--- config.mk ---
export PLATFORM = sky130hd
export DESIGN_NAME = pc_fetch_ctrl
export DESIGN_NICKNAME = d
export VERILOG_FILES = /design/src/rtl/pc_fetch_ctrl.sv
export SDC_FILE = /design/constraint.sdc
export NUM_CORES = 1
export LEC_CHECK = 0
export ABC_AREA = 1
export CAP_MARGIN = 40
export CELL_PAD_IN_SITES_DETAIL_PLACEMENT = 1
export CELL_PAD_IN_SITES_GLOBAL_PLACEMENT = 2
export CORE_UTILIZATION = 23
export DETAILED_ROUTE_END_ITERATION = 8
export GPL_TIMING_DRIVEN = 1
export PLACE_DENSITY = 0.86
export SYNTH_ARGS = -nofsm -noshare
export SYNTH_HDL_FRONTEND = slang
export SYNTH_SLANG_ARGS = --single-unit
--- constraint.sdc ---
create_clock -name clk -period 3.8 [get_ports clk]
set_input_delay 0.76 -clock clk [delete_from_list [all_inputs] [get_ports clk]]
set_output_delay 0.76 -clock clk [all_outputs]
set_load 0.1 [all_outputs]
--- src/rtl/pc_fetch_ctrl.sv ---
// Program-counter and instruction-fetch controller: issues fetches at pc,
// hands fetched words to decode, and redirects through an external pc_mux.
module pc_fetch_ctrl #(
   parameter logic [15:0] RESET_PC = 16'h0000
) (
   input  logic        clk,
   input  logic        rst_n,
   input  logic [15:0] pc_in,
   output logic        mux_sel,
   output logic [15:0] pc_inc,
   output logic [15:0] pc,
   input  logic        branch_req,
   output logic        imem_req,
   input  logic        imem_ack,
   input  logic [15:0] imem_rdata,
   output logic [15:0] instr,
   output logic        instr_valid,
   input  logic        instr_ready
);

   localparam logic [1:0] IDLE  = 2'd0;
   localparam logic [1:0] FETCH = 2'd1;
   localparam logic [1:0] VALID = 2'd2;

   logic [1:0] state;
   logic       branch_pend;

   // A branch seen earlier (pending) or right now selects the target input.
   assign mux_sel     = branch_pend | branch_req;
   assign pc_inc      = pc + 16'd1;
   assign imem_req    = (state == FETCH);
   assign instr_valid = (state == VALID);

   // NOTE: state registers use non-blocking assignments so every register
   // samples the same pre-edge values regardless of statement order.
   always_ff @(posedge clk or negedge rst_n) begin
      if (!rst_n) begin
         state       <= IDLE;
         pc          <= RESET_PC;
         instr       <= 16'h0000;
         branch_pend <= 1'b0;
      end else begin
         case (state)
            IDLE: begin
               state <= FETCH;
            end
            FETCH: begin
               if (imem_ack) begin
                  if (mux_sel) begin
                     // Word fetched from the old path is dropped; refetch at target.
                     pc          <= pc_in;
                     branch_pend <= 1'b0;
                  end else begin
                     instr <= imem_rdata;
                     state <= VALID;
                  end
               end else if (branch_req) begin
                  branch_pend <= 1'b1;
               end
            end
            VALID: begin
               if (instr_ready) begin
                  pc          <= pc_in;
                  branch_pend <= 1'b0;
                  state       <= FETCH;
               end else if (branch_req) begin
                  branch_pend <= 1'b1;
               end
            end
            default: begin
               state <= IDLE;
            end
         endcase
      end
   end

endmodule

==> impl_metrics.env, run 1 <==
export IMPL_antenna_found_initial=0
export IMPL_cp_start_kind="register"
export IMPL_final_cells=470
export IMPL_io_buffers=87
export IMPL_setup_ws_ns=1.14
export IMPL_relSlewSlack_pct=71.8
export IMPL_hold_slack_ns=0.250
export IMPL_die_h_um=91.9
export IMPL_worstSetupPathType="reg2out"
export IMPL_placed_cells=462
export IMPL_drive_above_1_share_pct=20.4
export IMPL_most_common_layout_cells="nand2_1, clkdlybuf4s50_1, dfrtp_1, inv_1, buf_8"
export IMPL_ys_types=24
export IMPL_yosys_top_cells_area="dfrtp_1, nand2_1, inv_1"
export IMPL_min_period_over_period_pct=70.0
export IMPL_finClkSkew_ns=0.00859
export IMPL_fin_setup_tns_ns=0
export IMPL_max_freq_ghz=0.376
export IMPL_die_w_um=91.9
export IMPL_die_area_um2=8440
export IMPL_finalWeightedCongestion=0.807
export IMPL_final_common_cell="nand2_1"
export IMPL_clk_pin_slew_ns=0.08
export IMPL_core_um2=7770
export IMPL_arrival_ns=1.90
export IMPL_finalSetupViolCount=0
export IMPL_status="complete, no violations"
export IMPL_ios=88
export IMPL_grt_pass1_wl_mm=10.5
export IMPL_syn_to_final_growth_pct=87.7
export IMPL_cts_tree="done"
export IMPL_postSynthCellCount=243
export IMPL_syn_area_per_cell_um2=7.64
export IMPL_first_global_vias=2140
export IMPL_post_cts_setup_buffer_count=0
export IMPL_end_kind="primary output"
export IMPL_cts_resized_gates=0
export IMPL_worst_pin_slew_ns=0.422
export IMPL_met3_length_um=281
export IMPL_htree_levels=2
export IMPL_dr_pass1_iters=4
export IMPL_yosysTopAreaCell="dfrtp_1"
export IMPL_cts_buffer_depth=2
export IMPL_dp_slack_ns=1.35
export IMPL_drcViolationCount=0
export IMPL_initial_core_util_pct=23.9
export IMPL_syn_nets=286
export IMPL_final_max_slew_viol_count=0
export IMPL_ys_warn_count=0
export IMPL_synth_top_area_share_pct=47.2
export IMPL_synth_seq_cells=35
export IMPL_ys_seq_area_share_pct=47.2
export IMPL_cp_data_required_time_ns=3.04
export IMPL_grt_overflow_total=0
export IMPL_grt_max_degree=35
export IMPL_rows=32
export IMPL_met1Wirelength_mm=2.55
export IMPL_clock_sinks=35
export IMPL_ant_nets=0
export IMPL_grt_util_all_layers_pct=15.9
export IMPL_wirelength_mm=6.20
export IMPL_highest_layer="met4"
export IMPL_clock_latency_ns=0.30
export IMPL_diodes=0
export IMPL_cts_hold_buf=0
export IMPL_cts_made_buffers=5
export IMPL_final_hold_viol_count=0
export IMPL_via_per_inst=4.17
export IMPL_dr_wl_met2_mm=3.32
export IMPL_hpwl_mm=4.90
export IMPL_cap_violations=0
export IMPL_nets=410
export IMPL_post_drt_wl_per_cell_um=13.2
export IMPL_hold_class="in2async"
export IMPL_finalCriticalPeriod_ns=2.66
export IMPL_rsz0062_at_grt="false"
export IMPL_worstPathMaxFanout=5
export IMPL_vias=1962
export IMPL_syn_area_um2=1860
export IMPL_drt_iter0_drc=45
export IMPL_cts_root_buf="clkbuf_8"
[Yosys cell counts]
master and count:
nor2_1 15, nand2_2 3, buf_2 2, nand4_1 3
o21ai_1 3, buf_4 1, dfrtp_1 35, o21ai_4 1
a21oi_1 1, xor2_1 3, ha_1 6, nand3_1 7
buf_12 1, xnor2_1 4, nand2_4 1, nand2_1 101
inv_1 30, nor2_4 1, o21ai_0 18, nand3b_1 1
nor2_2 2, clkbuf_1 1, inv_2 2, or2_1 1
[critical path, cell delays in order (launching register included)]
cell and delay, ns:
dfrtp_1 0.43, ha_1 0.20, nand3_1 0.15, inv_1 0.13, nand2_1 0.14, nor2_1 0.13
nand2_1 0.06, nand2_1 0.07, buf_4 0.29
[layout make-up]
cell class                 instances  area, um^2
clock buffer                       5        68.8
clock inverter                     3        23.8
fill                             940        4280
inverter                          32         120
multi-input combinational        171         842
sequential                        35         876
tap                              102         128
timing repair buffer             122        1430
[final timing paths]
path | depth (start not counted) | end | start | slack (ns)
min in group clk | 2 | instr[5] | instr[5] | 0.50
min | 1 | pc[15] | rst_n | 0.25
min reg2reg | 2 | instr[5] | instr[5] | 0.50
max reg2reg | 7 | pc[9] | state[0] | 2.14
max | 8 | pc_inc[10] | pc[0] | 1.14
max in group asynchronous | 2 | state[0] | rst_n | 3.16
[sequential cells by signal (all words and copies together) (netlist names)]
signal,cells
pc,16
state,2
branch_pend,1
instr,16
[routing by layer]
layer / track usage, % / vias to the layer above
met1: 18.4 / 915
met3: 2.90 / 6
met5: 0 / -
li1: - / 982
met2: 29.5 / 59
met4: 4.69 / 0
[through the flow]
| step | cell area (um^2) | utilization (%) |
|---|---|---|
| final | 3480 | 44.9 |
| after global routing | 3480 | 44.9 |
| after CTS | 3480 | 44.9 |
| after detailed placement | 3390 | 43.7 |
| after global placement | 2790 | 35.9 |
| after floorplan | 1880 | - |
[kinds of logic (layout without fill, tap and decap cells)]
| family | after synthesis | in the layout | synth area share (%) |
|---|---|---|---|
| and+or+nand+nor | 135 | 135 | 30.0 |
| buffers and inverters | 37 | 162 | 8.69 |
| DFF | 35 | 35 | 47.2 |
| AOI/OAI and AO/OA | 23 | 23 | 6.81 |
| xor gates and xnor gates | 7 | 7 | 3.30 |
| adders and majority gates | 6 | 6 | 4.04 |
Power of run 1 is left out: the tool's default activity adds up to more than one toggle a clock period on the data nets, which glitch-free logic cannot reach.
==> inputs of run 2 (changes only) <==
--- a/config.mk
+++ b/config.mk
@@ -9,10 +9,10 @@
 export CAP_MARGIN = 40
 export CELL_PAD_IN_SITES_DETAIL_PLACEMENT = 1
 export CELL_PAD_IN_SITES_GLOBAL_PLACEMENT = 2
-export CORE_UTILIZATION = 23
+export CORE_UTILIZATION = 21
 export DETAILED_ROUTE_END_ITERATION = 8
 export GPL_TIMING_DRIVEN = 1
-export PLACE_DENSITY = 0.86
+export PLACE_DENSITY = 0.79
 export SYNTH_ARGS = -nofsm -noshare
 export SYNTH_HDL_FRONTEND = slang
 export SYNTH_SLANG_ARGS = --single-unit
==> constraint.sdc (replaced) <==
create_clock -name clk -period 2.59 [get_ports clk]
set_input_delay 0.518 -clock clk [delete_from_list [all_inputs] [get_ports clk]]
set_output_delay 0.518 -clock clk [all_outputs]
set_load 0.1 [all_outputs]
==> run 2 against run 1 <==
Against the previous run: global-route usage shrank 2.9 points; critical path depth shrank 2; clock skew shrank 0.0043 ns; core utilization shrank 6.9 points; die area grew 9.3%; worst setup slack lost 0.90 ns.
==> impl_metrics.env, run 2 (synthesis gave the netlist of run 1 again) <==
export IMPL_status="complete, no violations"
export IMPL_cp_start_kind="register"
export IMPL_io_buffers=87
export IMPL_dr_pass1_iters=2
export IMPL_max_freq_ghz=0.426
export IMPL_syn_to_final_growth_pct=71.4
export IMPL_rows=33
export IMPL_cts_buffer_depth=2
export IMPL_rr_worst_depth=7
export IMPL_vias=1836
export IMPL_grt_util_all_layers_pct=13.0
export IMPL_clk_pin_slew_ns=0.07
export IMPL_grt_max_degree=34
export IMPL_first_global_vias=1882
export IMPL_nets=377
export IMPL_worst_pin_slew_ns=0.431
export IMPL_final_hold_viol_count=0
export IMPL_arrival_ns=1.83
export IMPL_finalCriticalPeriod_ns=2.35
export IMPL_die_area_um2=9220
export IMPL_min_period_over_period_pct=90.6
export IMPL_worstSetupPathType="reg2out"
export IMPL_placed_cells=432
export IMPL_grtUsageMet3_pct=4.66
export IMPL_most_common_layout_cells="nand2_1, buf_4, clkdlybuf4s50_1, inv_1, dfrtp_1"
export IMPL_critPathCapture="pc_inc[14]"
export IMPL_clock_latency_ns=0.29
export IMPL_top_usage_layer="met2"
export IMPL_drive_above_1_share_pct=29.6
export IMPL_wirelength_mm=5.54
export IMPL_grt_use_met2_pct=22.0
export IMPL_diodes=0
export IMPL_hold_class="in2async"
export IMPL_largestRegisters="instr: 16 flops, pc: 16 flops, state: 2 flops"
export IMPL_drcViolationCount=0
export IMPL_drt_iter0_drc=46
export IMPL_finalWeightedCongestion=0.694
export IMPL_final_max_slew_viol_count=0
export IMPL_post_cts_setup_buffer_count=0
export IMPL_cts_hold_buf=0
export IMPL_critPathLaunch="pc[0]"
export IMPL_htree_levels=2
export IMPL_worstPathMaxFanout=5
export IMPL_hpwl_mm=4.41
export IMPL_die_w_um=96.0
export IMPL_use_met1_pct=15.4
export IMPL_core_um2=8380
export IMPL_ant_nets=0
export IMPL_ios=88
export IMPL_finClkSkew_ns=0.00427
export IMPL_ff2ff_setup_slack_ns=0.94
export IMPL_cts_tree="done"
export IMPL_die_h_um=96.0
export IMPL_cts_made_buffers=5
export IMPL_initial_core_util_pct=22.2
export IMPL_finalSetupViolCount=0
export IMPL_cts_root_buf="clkbuf_8"
export IMPL_relSlewSlack_pct=71.1
export IMPL_end_kind="primary output"
export IMPL_rsz0062_at_grt="false"
export IMPL_num_fill_cells=995
export IMPL_final_cells=440
export IMPL_post_drt_wl_per_cell_um=12.6
export IMPL_antenna_found_initial=0
export IMPL_via_per_inst=4.17
export IMPL_grt_overflow_total=0
export IMPL_timing_rr_start="state[0]"
export IMPL_clock_sinks=35
export IMPL_r2r_end="pc[13]"
export IMPL_grt_pass1_wl_mm=9.18
export IMPL_cp_data_required_time_ns=2.07
export IMPL_cap_violations=0
export IMPL_final_common_cell="nand2_1"
-- run 2: timing repair --
| item | in CTS | in global routing |
|---|---|---|
| resized for setup | 1 | 3 |
| gates cloned | 0 | 0 |
| endpoints found under the hold margin | 0 | 0 |
| setup endpoints to repair | 1 | 1 |
-- run 2: area by class of cell --
cell class	count	area [um^2]	area share, %
clock buffer	5	68.8	2.16
clock inverter	3	67.6	2.12
inverter	32	124	3.89
multi-input combinational	171	957	30.1
sequential	35	893	28.1
tap	105	131	4.13
timing repair buffer	89	941	29.6
-- run 2: how the worst min path moves through the flow --
stage	to	cells after the start	startpoint	slack, ns
5_1_grt	branch_pend	1	rst_n	0.01
4_1_cts	instr[0]	1	rst_n	0.01
6_report	instr[0]	1	rst_n	0.02
2_1_floorplan	branch_pend	0	rst_n	0.22
3_3_place_gp	instr[1]	2	instr[1]	0.47
3_5_place_dp	instr[0]	1	rst_n	0.33
-- run 2: through the flow --
step / cell area [um^2] / hold WS (ns) / util, % / setup slack, ns / TNS (ns)
4_1_cts: 3180 / 0.0142 / 37.9 / 0.0106 / 0
6_report: 3180 / 0.0235 / 38.0 / 0.243 / 0
3_3_place_gp: 3020 / 0.467 / 36.0 / 0.373 / 0
2_1_floorplan: 2010 / 0.222 / - / -0.133 / -0.191
3_5_place_dp: 3040 / 0.332 / 36.2 / 0.325 / 0
5_1_grt: 3180 / 0.0137 / 38.0 / 0.0442 / 0
-- run 2: critical path: stages, from the launching register on --
cell     delay (ns)
dfrtp_4        0.45
ha_1           0.24
nand3_2        0.16
nor2_2         0.26
nand4_1        0.14
nand2_2        0.12
buf_12         0.17
-- run 2: layer usage --
metal	up-vias	wire length, um	part of all wire [%]
met3	6	481	8.7
met5	-	0	0
met2	65	2710	49
met4	0	61	1.1
li1	915	-	-
met1	850	2290	41
Power of run 2 is left out for the same reason.
==> inputs of run 3 (changes only) <==
--- a/config.mk
+++ b/config.mk
@@ -6,9 +6,10 @@
 export NUM_CORES = 1
 export LEC_CHECK = 0
 export ABC_AREA = 1
-export CAP_MARGIN = 40
+export CAP_MARGIN = 20
 export CELL_PAD_IN_SITES_DETAIL_PLACEMENT = 1
 export CELL_PAD_IN_SITES_GLOBAL_PLACEMENT = 2
+export CORE_MARGIN = 2
 export CORE_UTILIZATION = 21
 export DETAILED_ROUTE_END_ITERATION = 8
 export GPL_TIMING_DRIVEN = 1
==> run 3 against run 2 <==
Against the previous run: fmax is 1.7% lower; routed wire length up 2.5%; flip-flop and latch count unchanged; die area is 4.2% higher; non-clock buffer count decreased by 1; critical path depth up 2; worst setup slack got worse by 0.042 ns; via count hardly changed; cell area fell by 0.51%; count of clock-buffer cells in the layout is the same; global-route usage decreased by 0.52 points; core utilization shrank 1.3 points.
==> impl_metrics.env, run 3 (synthesis gave the netlist of run 1 again) <==
export IMPL_cts_made_buffers=5
export IMPL_worst_pin_slew_ns=0.824
export IMPL_io_buffers=87
export IMPL_post_drt_wl_per_cell_um=12.8
export IMPL_end_kind="primary output"
export IMPL_timing_rr_start="state[0]"
export IMPL_finClkSkew_ns=0.00989
export IMPL_largestRegisters="instr: 16 flops, pc: 16 flops, state: 2 flops"
export IMPL_dp_slack_ns=0.312
export IMPL_min_period_over_period_pct=92.2
export IMPL_final_cells=442
export IMPL_drcViolationCount=0
export IMPL_worstSetupPathType="reg2out"
export IMPL_grt_util_all_layers_pct=12.4
export IMPL_die_area_um2=9610
export IMPL_finalCriticalPeriod_ns=2.39
export IMPL_grt_overflow_total=0
export IMPL_ios=88
export IMPL_rows=34
export IMPL_placed_cells=434
export IMPL_grt_pass1_wl_mm=9.63
export IMPL_first_global_vias=2006
export IMPL_initial_core_util_pct=21.5
export IMPL_syn_to_final_growth_pct=70.6
export IMPL_rr_worst_depth=7
export IMPL_die_h_um=98.0
export IMPL_ff2ff_setup_slack_ns=0.95
export IMPL_die_w_um=98.0
export IMPL_vias=1837
export IMPL_diodes=0
export IMPL_cap_violations=0
export IMPL_final_common_cell="nand2_1"
export IMPL_dr_pass1_iters=4
export IMPL_worstPathMaxFanout=5
export IMPL_clk_pin_slew_ns=0.08
export IMPL_critPathCapture="pc_inc[10]"
export IMPL_critPathLaunch="pc[0]"
export IMPL_rsz0062_at_grt="false"
export IMPL_cts_tree="done"
export IMPL_clock_latency_ns=0.29
export IMPL_nets=376
export IMPL_setup_ws_ns=0.201
export IMPL_wirelength_mm=5.68
export IMPL_final_max_slew_viol_count=0
export IMPL_num_fill_cells=1026
export IMPL_place_area_um2=3020
export IMPL_cts_root_buf="clkbuf_8"
export IMPL_antenna_found_initial=0
export IMPL_ant_nets=0
export IMPL_grt_max_degree=36
export IMPL_finalInstanceArea_um2=3170
export IMPL_core_um2=8640
export IMPL_finalWeightedCongestion=0.732
export IMPL_relSlewSlack_pct=45.1
export IMPL_post_cts_setup_buffer_count=0
export IMPL_post_route_util_pct=36.7
export IMPL_cts_buffer_depth=2
export IMPL_drive_above_1_share_pct=29.3
export IMPL_r2r_end="pc[1]"
export IMPL_drt_iter0_drc=33
export IMPL_arrival_ns=1.87
export IMPL_cp_start_kind="register"
export IMPL_clock_sinks=35
export IMPL_max_freq_ghz=0.419
export IMPL_hpwl_mm=4.54
export IMPL_cp_data_required_time_ns=2.07
export IMPL_final_hold_viol_count=0
export IMPL_status="complete, no violations"
export IMPL_via_per_inst=4.16
export IMPL_htree_levels=2
export IMPL_hold_class="in2async"
export IMPL_most_common_layout_cells="nand2_1, buf_4, clkdlybuf4s50_1, inv_1, dfrtp_1"
export IMPL_finalSetupViolCount=0
-- run 3: worst min-delay path by stage --
stage               from     endpoint  depth (start not counted)
6_report           rst_n    instr[11]                          1
4_1_cts            rst_n     instr[3]                          1
3_3_place_gp   instr[15]    instr[15]                          2
3_5_place_dp    instr[6]     instr[6]                          2
2_1_floorplan      rst_n  branch_pend                          0
5_1_grt            rst_n     instr[5]                          1
-- run 3: final cells by class --
type                    count  area, um^2  area share, %
clock buffers               5        68.8           2.17
clock inverters             3        67.6           2.13
inverters                  32         124           3.91
multi-input cells         171         957           30.2
flip-flops and latches     35         893           28.2
well taps                 108         135           4.27
repair buffers             88         921           29.1
-- run 3: per-stage QoR --
stage / hold slack (ns) / setup TNS (ns)
after floorplan: 0.222 / -0.191
after global placement: 0.468 / 0
after detailed placement: 0.474 / 0
after CTS: 0.348 / 0
after global routing: 0.371 / 0
final: 0.323 / 0
-- run 3: worst max-delay path, cell delays in order, from the launching register on --
cell     delay [ns]
dfrtp_4        0.46
ha_1           0.24
nand3_2        0.16
inv_1          0.14
nand2_2        0.12
nor2_1         0.12
nand2_1        0.07
nand2_2        0.09
buf_12         0.17
-- run 3: timing repair --
item / CTS / global route
hold buffers: 0 / 0
gates resized for setup: 2 / 2
cloned: 0 / 0
setup endpoints to repair: 2 / 3
pin swaps: 0 / 0
-- run 3: routing by layer --
metal | up-vias | track usage (%) | share of wire, %
li1 | 917 | - | -
met1 | 849 | 14.1 | 41
met2 | 67 | 21.5 | 49
met3 | 4 | 5.37 | 9.3
met4 | 0 | 3.21 | 1.0
met5 | - | 0 | 0
Power of run 3 is left out for the same reason.
